==> config.mk <==
export PLATFORM = sky130hd
export DESIGN_NAME = word_serializer
export DESIGN_NICKNAME = d
export VERILOG_FILES = /design/src/rtl/word_serializer.sv
export SDC_FILE = /design/constraint.sdc
export NUM_CORES = 1
export LEC_CHECK = 0
export CORE_AREA = 2 2 53 55
export DETAILED_ROUTE_END_ITERATION = 8
export DIE_AREA = 0 0 55 57
export PLACE_DENSITY_LB_ADDON = 0.08
export SYNTH_ARGS = -nofsm -noshare
export SYNTH_HDL_FRONTEND = slang
export SYNTH_SLANG_ARGS = --single-unit
==> constraint.sdc <==
create_clock -name CLK -period 1.34 [get_ports CLK]
set_input_delay 0.335 -clock CLK [delete_from_list [all_inputs] [get_ports CLK]]
set_output_delay 0.335 -clock CLK [all_outputs]
set_load 0.02 [all_outputs]
==> src/rtl/word_serializer.sv <==
// word_serializer: streams WIDTH-bit words from a one-cycle-latency ROM
// as an MSB-first serial stream, one (SDR) or two (DDR) bits per clock.
`timescale 1ns/1ps
module word_serializer #(
    parameter int WIDTH = 8,
    parameter int DDR   = 0
) (
    input  logic       CLK,
    input  logic       RST,
    input  logic       CE,
    input  logic [7:0] I,
    output logic       RD,
    output logic [1:0] O,
    output logic       FRM
);
    localparam int B = 1 + DDR;
    localparam int N = WIDTH / B;
    localparam logic [2:0] CNT_LAST = 3'(N - 1);
    localparam logic [2:0] CNT_RD   = 3'(N - 2);

    typedef enum logic [1:0] {IDLE, PRIME, LOAD, RUN} state_t;

    state_t           state;
    logic [2:0]       cnt;
    logic [WIDTH-1:0] sh;
    logic [WIDTH-1:0] word;
    logic [WIDTH-1:0] shifted;
    logic             frm;

    assign word    = I[WIDTH-1:0];
    assign shifted = {sh[WIDTH-B-1:0], {B{1'b0}}};

    always_ff @(posedge CLK or posedge RST) begin
        if (RST) begin
            state <= IDLE;
            cnt   <= '0;
            sh    <= '0;
            frm   <= 1'b0;
        end else if (CE) begin
            unique case (state)
                IDLE:  state <= PRIME;
                PRIME: state <= LOAD;
                LOAD: begin
                    sh    <= word;
                    cnt   <= '0;
                    frm   <= 1'b1;
                    state <= RUN;
                end
                RUN: begin
                    // Next word was fetched at CNT_RD, so it is on I now.
                    if (cnt == CNT_LAST) begin
                        sh  <= word;
                        cnt <= '0;
                        frm <= 1'b1;
                    end else begin
                        sh  <= shifted;
                        cnt <= cnt + 3'd1;
                        frm <= 1'b0;
                    end
                end
                default: state <= IDLE;
            endcase
        end
    end

    assign RD  = CE && ((state == PRIME) ||
                        ((state == RUN) && (cnt == CNT_RD)));
    assign FRM = frm;

    assign O[0] = sh[WIDTH-1];
    generate
        if (DDR != 0) begin : g_ddr
            assign O[1] = sh[WIDTH-2];
        end else begin : g_sdr
            assign O[1] = sh[WIDTH-1];
        end
    endgenerate
endmodule

==> results.py <==
metrics = {
    "place": {
        "dpl.cell_count": 119,
        "placed_area_um2": 966,
        "dp_hpwl_um": 1040,
        "pre_cts_ws_ns": -0.518,
        "place_congestion": 0.652,
        "portBuffers": 14,
    },
    "detailed_routing": {
        "antenna_left": 0,
        "post_drt_wl_per_cell_um": 11.8,
        "postRouteWirelength_um": 1510,
        "dr_total_vias": 583,
        "drc": 0,
        "first_pass_iters": 2,
        "routed_via_density": 4.55,
        "drtIter0Drc": 1,
    },
    "worst_setup_path": {
        "cp_data_required_time_ns": 1.00,
        "cpPeakStageDelay_ns": 0.40,
        "crit_path_top_delay_cell": "dfrtp_1",
        "cp_max_fo": 2,
        "rrSetupSlack_ns": -0.09,
        "end_kind": "output pin",
        "path_cells": "inv_1, ha_2, a31oi_2, nor2b_2, buf_6",
        "critical_path_arrival_ns": 1.25,
        "crit_type": "reg2out",
        "worstRegToRegCells": 4,
        "worstReg2RegStart": "state[0]$_DFFE_PP0P_",
        "rr_endpoint": "FRM$_DFFE_PP0P_",
        "worstSetupStartpointType": "flip-flop",
        "crit_path_start": "cnt[0]$_DFFE_PP0P_",
    },
    "final_layout": {
        "stdcell_count": 128,
        "final_cell_mix": "dfrtp_1 (14), clkdlybuf4s50_1 (10), nand2_2 (8), buf_4 (8)",
        "syn2layout_area_growth_pct": 57.6,
        "fin_util": 0.436,
        "fin_area_um2": 1140,
        "nets": 116,
        "layout_commonest_cell": "dfrtp_1",
        "layout-drive-gt1-share": 0.495,
        "antenna_cells": 0,
    },
    "synthesis": {
        "synth_top_family_by_area": "compound AO/OA/AOI/OAI gates",
        "synth_compound_area_frac": 0.121,
        "yosysTopAreaCell": "dfrtp_1",
        "muxShareOfSynthArea": 0.118,
        "syn_inst": 69,
        "synth_area_um2": 723,
        "synth_xor_area_frac": 0,
        "synth-warning-count": 0,
        "synth_adder_area_share": 0.104,
        "netlist.area_leader.share": 0.484,
        "syn-num-nets": 86,
        "synth_cell_type_count": 17,
        "avgSynthCellArea_um2": 10.5,
        "ys_ff_latch": 14,
        "synth-simple-area-share": 0.0986,
        "synth_area_leaders": "dfrtp_1 (48%), ha_1 (10%), mux2i_1 (9.7%)",
        "yosysSeqAreaShare": 0.484,
    },
    "die": {
        "coreArea_um2": 2620,
        "num_rows": 19,
        "dieArea_um2": 3140,
        "die_w_um": 55,
        "ioPinCount": 15,
        "initial_core_util": 0.277,
        "die-height_um": 57,
    },
    "grt": {
        "grt_max_degree": 15,
        "grt_pass1_vias": 589,
        "grt_first_pass_wirelength_um": 2460,
        "gr-usage-all-layers": 0.108,
        "antenna_found_initial": 0,
        "gr-total-overflow": 0,
    },
    "pwr": {
        "vdd_drop_max_mv": 0.983,
        "pwr-share-clk": 0.102,
        "power.switching_uw": 866,
        "p_total_mw": 2.29,
        "p_comb_frac": 0.575,
        "sw_frac_of_total": 0.379,
        "power_frac_seq": 0.322,
        "p_leak_nw": 0.539,
        "p_per_area_nw_per_um2": 2010,
        "internal_power_mw": 1.42,
    },
    "clock_tree": {
        "root_buffer": "clkbuf_4",
        "clock-sinks": 14,
        "insertion_delay_ns": 0.27,
        "clockBufferDepth": 2,
        "h-tree-depth": 1,
        "hold_buffers": 0,
        "cts_tree": "done",
        "cts-buffers-inserted": 3,
        "path_clk_slew_ns": 0.08,
    },
    "timing": {
        "drv_slew": 0,
        "fmax_ghz": 0.633,
        "setup_ws_ns": -0.240,
        "relSlewSlack": 0.831,
        "finalClockSkew_ns": 0.00261,
        "fin_crit_ns": 1.58,
        "final-hold-violation-count": 0,
        "rsz0062_at_grt": "yes",
        "setup_viol": 13,
        "worst_pin_slew_ns": 0.252,
        "post-route-period-util": 1.18,
    },
    "worst_hold_path": {
        "min_path_type": "in2async",
    },
    "status": {
        "violations": "negative setup slack",
        "outcome": "complete, but fails checks",
    },
    "flow_run": {
        "cap_violations": 0,
    },
}
==> metrics by stage <==
stage	TNS [ns]	hold slack [ns]
after global routing	-1.75	0.380
after detailed placement	-1.88	0.474
after global placement	-1.75	0.468
after floorplan	-0.0189	0.224
final	-0.618	0.361
after CTS	-0.573	0.365
==> power by group through the flow <==
| stage | combinational, mW | sequential (mW) | clock, mW |
|---|---|---|---|
| floorplan | 0.661 | 0.739 | 0 |
| global placement | 0.943 | 0.723 | 0 |
| detailed placement | 0.967 | 0.723 | 0 |
| CTS | 1.08 | 0.719 | 0.243 |
| global route | 1.46 | 0.765 | 0.262 |
| finish | 1.32 | 0.737 | 0.233 |
==> what timing repair did <==
item / CTS / global route
setup endpoints to repair: 16 / 18
cloned: 2 / 0
buffers inserted: 1 / 3
pin swaps: 3 / 10
resized for setup: 19 / 27
==> synth_stat cells (all sizes together) <==
library cell and instances:
buf 5, nand2 14, mux2i 7, a31oi 1, ha 6, a32o 1, o21ai 12, nor2b 1
o31ai 1, dfrtp 14, mux2 1, inv 4, nand2b 2
==> critical path: cells and delay by family, from the launching register on <==
family | cells | cell delay (ns)
flip-flops | 1 | 0.40
buffers and inverters | 2 | 0.19
adder cells (fa/ha/maj) | 1 | 0.18
AND/OR/NAND/NOR | 1 | 0.12
AO/OA/AOI/OAI | 1 | 0.09
==> state kept, by name, summed over array words and instances (netlist names) <==
signal,count
FRM,1
sh,8
state,2
cnt,3
==> final cells by class <==
class / instances / area (um^2)
Timing Repair Buffer: 29 / 274
Sequential cell: 14 / 350
Clock buffer: 3 / 22.5
Fill cell: 277 / 1480
Multi-Input combinational cell: 47 / 439
Tap cell: 31 / 38.8
Inverter: 4 / 15.0
==> how the worst max path moves through the flow <==
stage	end	slack [ns]	cells past startpoint
after global placement	RD	-0.52	3
final	RD	-0.24	5
after global routing	RD	-0.33	5
after detailed placement	RD	-0.52	3
after CTS	RD	-0.27	4
after floorplan	FRM$_DFFE_PP0P_	-0.02	5
==> cells by family after synthesis <==
kind of cell	count (synthesis)
muxes	8
AOI/OAI and AO/OA	15
DFF	14
buffers and inverters	9
and+or+nand+nor	17
adders and majority gates	6
==> layer usage <==
layer	wire (um)	track usage	up-vias
li1	-	-	292
met1	678	0.139	279
met2	727	0.168	10
met3	88	0.0236	2
met4	10	0.0523	0
met5	0	0	-
(Power assumes the default switching activity.)
